**config.mk**
```make
export PLATFORM = sky130hd
export DESIGN_NAME = cacheline_arbiter
export DESIGN_NICKNAME = d
export VERILOG_FILES = /design/src/rtl/cacheline_arbiter.sv
export SDC_FILE = /design/constraint.sdc
export NUM_CORES = 2
export LEC_CHECK = 0
export BUFFER_PORTS_ARGS = -buffer_cell sky130_fd_sc_hd__buf_2
export CAP_MARGIN = 20
export CORE_AREA = 5 5 387 389
export DETAILED_ROUTE_END_ITERATION = 6
export DIE_AREA = 0 0 392 394
export PLACE_DENSITY = 0.54
export SLEW_MARGIN = 0
export SYNTH_ARGS = -nofsm -noshare
export SYNTH_HDL_FRONTEND = slang
export SYNTH_SLANG_ARGS = --single-unit
```
**constraint.sdc**
```tcl
create_clock -name clk -period 2.9 [get_ports clk]
set_input_delay 0.29 -clock clk [delete_from_list [all_inputs] [get_ports clk]]
set_output_delay 0.29 -clock clk [all_outputs]
set_load 0.1 [all_outputs]
```
**src/rtl/cacheline_arbiter.sv**
```systemverilog
// cacheline_arbiter: shares one burst-memory port between icache line reads and dcache line reads/writebacks.
// Latency: request seen in IDLE -> bmem strobe next cycle; resp pulse 1+BURST_LEN cycles after the request with back-to-back beats.
// Backpressure: beats advance only on bmem_resp; the losing cache stays pending. CACHELINE_ARBITER_RR_EN selects round-robin.
module cacheline_arbiter #(
    parameter int BEAT_W    = 64,
    parameter int BURST_LEN = 4,
    parameter int ADDR_W    = 32
) (
    input  logic                        clk,
    input  logic                        rst,
    input  logic [ADDR_W-1:0]           i_addr,
    input  logic                        i_read,
    output logic [BEAT_W*BURST_LEN-1:0] i_rdata,
    output logic                        i_resp,
    input  logic [ADDR_W-1:0]           d_addr,
    input  logic                        d_read,
    input  logic                        d_write,
    input  logic [BEAT_W*BURST_LEN-1:0] d_wdata,
    output logic [BEAT_W*BURST_LEN-1:0] d_rdata,
    output logic                        d_resp,
    output logic [ADDR_W-1:0]           bmem_address,
    output logic                        bmem_read,
    output logic                        bmem_write,
    input  logic [BEAT_W-1:0]           bmem_rdata,
    output logic [BEAT_W-1:0]           bmem_wdata,
    input  logic                        bmem_resp
);

    localparam int LINE_W = BEAT_W * BURST_LEN;
    localparam int CNT_W  = (BURST_LEN > 1) ? $clog2(BURST_LEN) : 1;
    localparam logic [CNT_W-1:0] LAST_BEAT = CNT_W'(BURST_LEN - 1);

    typedef enum logic [1:0] {IDLE, RD_BURST, WR_BURST, DONE} state_t;
    typedef enum logic [1:0] {GNT_NONE, GNT_I, GNT_D} grant_t;

    state_t             state;
    grant_t             grant;
    logic [CNT_W-1:0]   beat;
    logic [ADDR_W-1:0]  addr_q;
    logic [LINE_W-1:0]  line_q;
    logic [LINE_W-1:0]  rd_line;
    logic               i_req;
    logic               d_req;
    logic               pick_d;
    logic               last_beat;
`ifdef CACHELINE_ARBITER_RR_EN
    logic               last_winner_i;
`endif

    always_comb begin
        i_req = i_read;
        d_req = d_read | d_write;
`ifdef CACHELINE_ARBITER_RR_EN
        // On a tie the cache that did not win last time goes first.
        pick_d = d_req & (~i_req | last_winner_i);
`else
        pick_d = d_req;
`endif
    end

    // Line as it will look once the current read beat is merged in.
    always_comb begin
        rd_line = line_q;
        rd_line[int'(beat)*BEAT_W +: BEAT_W] = bmem_rdata;
    end

    assign last_beat    = (beat == LAST_BEAT);
    assign bmem_address = (bmem_read | bmem_write) ? addr_q : '0;
    assign bmem_wdata   = bmem_write ? line_q[int'(beat)*BEAT_W +: BEAT_W] : '0;

    always_ff @(posedge clk or negedge rst) begin
        if (!rst) begin
            state      <= IDLE;
            grant      <= GNT_NONE;
            beat       <= '0;
            addr_q     <= '0;
            line_q     <= '0;
            i_rdata    <= '0;
            d_rdata    <= '0;
            i_resp     <= 1'b0;
            d_resp     <= 1'b0;
            bmem_read  <= 1'b0;
            bmem_write <= 1'b0;
`ifdef CACHELINE_ARBITER_RR_EN
            last_winner_i <= 1'b1;
`endif
        end else begin
            i_resp <= 1'b0;
            d_resp <= 1'b0;
            case (state)
                IDLE: begin
                    if (i_req || d_req) begin
                        beat   <= '0;
                        grant  <= pick_d ? GNT_D : GNT_I;
                        addr_q <= pick_d ? d_addr : i_addr;
`ifdef CACHELINE_ARBITER_RR_EN
                        last_winner_i <= ~pick_d;
`endif
                        // A dcache request with write high is a writeback even if read is also high.
                        if (pick_d && d_write) begin
                            line_q     <= d_wdata;
                            bmem_write <= 1'b1;
                            state      <= WR_BURST;
                        end else begin
                            bmem_read <= 1'b1;
                            state     <= RD_BURST;
                        end
                    end
                end
                RD_BURST: begin
                    if (bmem_resp) begin
                        line_q <= rd_line;
                        if (last_beat) begin
                            bmem_read <= 1'b0;
                            state     <= DONE;
                            if (grant == GNT_D) begin
                                d_rdata <= rd_line;
                                d_resp  <= 1'b1;
                            end else begin
                                i_rdata <= rd_line;
                                i_resp  <= 1'b1;
                            end
                        end else begin
                            beat <= beat + CNT_W'(1);
                        end
                    end
                end
                WR_BURST: begin
                    if (bmem_resp) begin
                        if (last_beat) begin
                            bmem_write <= 1'b0;
                            d_resp     <= 1'b1;
                            state      <= DONE;
                        end else begin
                            beat <= beat + CNT_W'(1);
                        end
                    end
                end
                DONE: begin
                    grant <= GNT_NONE;
                    state <= IDLE;
                end
                default: state <= IDLE;
            endcase
        end
    end

endmodule

```
==> run metrics <==
DRC=0; GP Congestion=0.8601; Synth Flop Type=dfrtp_1; delay-heaviest family, CP=multiplexers; Layout Cells excl Fill=6669; largest net degree at the start of global routing=128; critical path arrival=2520 ps; Num CTS Buffers=94; Register Area=20280 µm²; # setup viols final=0; RSZ-0062 raised after global routing=yes; Die Y-Extent=394 µm; layout cells sized above 1=0.3402; CP startpoint=beat[0]$_DFFE_PN0P_; YS warnings=0; Synth cell types=62; routed wire length=187200 µm; WL per Instance=28.07 µm; CP Max Fanout=14; final setup margin=91.32 ps; Starting Density=0.2682; worst hold start=d_wdata[50]; clk_lat worst skew=700 ps; CTS tree=yes; synthesis-to-finish area growth=39.47%; Place WS=238.7 ps; max cap viols=0; asr flop ratio synth=1.000; GR Overflow Total=0; status=completed; Util after Layout=0.3740; Longest Clk Path Bufs=3; Seq cells post-synth=810; Critical Path Slowest Stage Cell=mux4_2; 1st-iter DRT viols=2890; routed via count=34666; Die Area=154400 µm²; Peak Freq=0.3560 GHz; Max-slew headroom=0.2568; antenna violations before repair=16; Post-synth EDFFs=0; most frequent cell on the critical path=buf_16; synthesized area per cell=11.63 µm²; Mapped Cells=3377; post-synthesis cell area=39270 µm²; period utilisation layout=0.9685; CP Cell Sequence=buf_16, buf_16, mux4_2, and2_4, buf_12; first-pass GRT wire length=266100 µm; number of port buffers=1001; CP Class=reg2out; post-DP HPWL=131700 µm; Hold WC Path Type=in2reg; hold depth=4; sequential share of the synthesized area=0.5162; Rows=141; TritonRoute pass-1 iters=6; root buf cell=clkbuf_16; commonest non-fill, non-tap cell in the layout=buf_2; antenna viol nets, final=0; kind of start point of the critical path=flip-flop; most frequent cells in the layout=935 x buf_2, 807 x dfrtp_1, 417 x inv_1; CP bufs+invs=3; critical path required time=2610 ps; Cells after DPL=6119; Final Hold Vio Count=0; fill count=14397; Slew @ Worst Pin=1115 ps; post-synthesis net count=3777; TritonCTS Sinks=810; core area=146400 µm²; nets=5063; critical path depth in cells=5; CP peak stage delay=610 ps; IO Pins=1002; skew final=34.68 ps; reg2reg path depth=6; clk slew on worst S/H paths=60 ps; vias in the first global route=35791; htree depth=3; Multi-input gate area=16250 µm²; setup TNS=0 ps; DR vias/cell=5.198; post-layout min period=2809 ps; Slew Viols, Final=0; reg2reg start=beat[0]$_DFFE_PN0P_; Die X-Extent=392 µm; Worst setup EP type=output pin; Total GRT Usage=0.2342
[cell families (layout without fill, tap and decap cells)]
kind of cell             Yosys count  after routing  share of synthesized area
buffers and inverters            746           2101                    0.07590
other                              0              7                          0
adder cells (fa/ha/maj)           10             10                   0.003187
flip-flops                       810            810                     0.5162
AND/OR/NAND/NOR                  434            434                    0.06711
multiplexers                     579            579                     0.1744
AO/OA/AOI/OAI                    798            798                     0.1632
[worst min-delay path, delay by kind of cell]
family                 cells  cell delay [ps]
AO/OA/AOI/OAI              2              200
buffers and inverters      1               70
AND/OR/NAND/NOR            1              140
[path summary, 6_finish.rpt]
check / endpoint / slack [ps]
min in group asynchronous: d_rdata[118]$_DFFE_PN0P_ / 180
max in group asynchronous: i_rdata[26]$_DFFE_PN0P_ / 1650
hold / removal: line_q[50]$_DFFE_PN0P_ / 70
hold reg to reg: addr_q[23]$_DFFE_PN0P_ / 480
setup / recovery: bmem_wdata[27] / 90
setup reg to reg: line_q[95]$_DFFE_PN0P_ / 180
[routing by layer]
| metal | vias to the layer above | track usage | share of wire |
|---|---|---|---|
| met5 | - | 0 | 0.00045 |
| met4 | 14 | 0.08904 | 0.039 |
| li1 | 14727 | - | - |
| met3 | 367 | 0.05370 | 0.083 |
| met1 | 17725 | 0.2961 | 0.40 |
| met2 | 1833 | 0.3898 | 0.48 |
[Yosys cell counts (5+ instances only)]
cell / instances / area [µm²]
dfrtp_1: 810 / 20270
inv_1: 418 / 1569
mux2i_1: 316 / 3163
a22o_1: 198 / 1734
mux2_2: 180 / 2027
and2_1: 155 / 969.7
clkbuf_1: 150 / 563.0
a32oi_1: 122 / 1069
buf_2: 120 / 600.6
o22ai_1: 99 / 619.3
nor2b_1: 98 / 613.1
a221o_1: 94 / 940.9
nand2_1: 73 / 274.0
mux4_2: 64 / 1441
o21ai_1: 62 / 310.3
buf_1: 47 / 176.4
o21ai_0: 40 / 200.2
nand3_1: 35 / 175.2
o31ai_1: 34 / 255.2
a22oi_1: 33 / 247.7
a31oi_1: 33 / 206.5
and3b_1: 32 / 280.3
o211ai_2: 30 / 375.4
o2bb2ai_1: 30 / 262.8
mux2_1: 18 / 202.7
ha_1: 10 / 125.1
buf_4: 6 / 45.04
nand2b_1: 6 / 37.54
nor4_1: 6 / 37.54
a21oi_1: 5 / 25.02
nor2_1: 5 / 18.77
[stage by stage]
stage	cell area (µm²)	hold WS [ps]
global route	54750	32.48
global placement	47310	318.8
detailed placement	47310	319.5
CTS	54730	1.160
floorplan	39270	-5.591
finish	54760	71.44
[registers in the layout, summed over array words and instances, names as in the netlist]
| name | flops |
|---|---|
| d_resp | 1 |
| bmem_read | 1 |
| beat | 2 |
| addr_q | 32 |
| bmem_write | 1 |
| line_q | 256 |
| i_resp | 1 |
| d_rdata | 256 |
| grant | 2 |
| state | 2 |
| i_rdata | 256 |
[area by class of cell]
cell class,instances,area share
Antenna cell,7,0.0003199
Clock buffer,138,0.05022
Clock inverter,27,0.006900
Inverter,422,0.02915
Multi-Input combinational cell,1821,0.2968
Sequential cell,810,0.3703
Tap cell,1930,0.04410
Timing Repair Buffer,1514,0.2022
[timing repair]
action / in CTS / in global routing
hold buffers: 368 / 0
gates cloned: 5 / 0
setup buffers: 6 / 0
endpoints found under the setup margin: 63 / 31
hold endpoints to repair: 372 / 0
gates resized for setup: 115 / 17
Power is not shown: default switching activity piles up to over one toggle a cycle in this logic, so the estimate is an artifact.
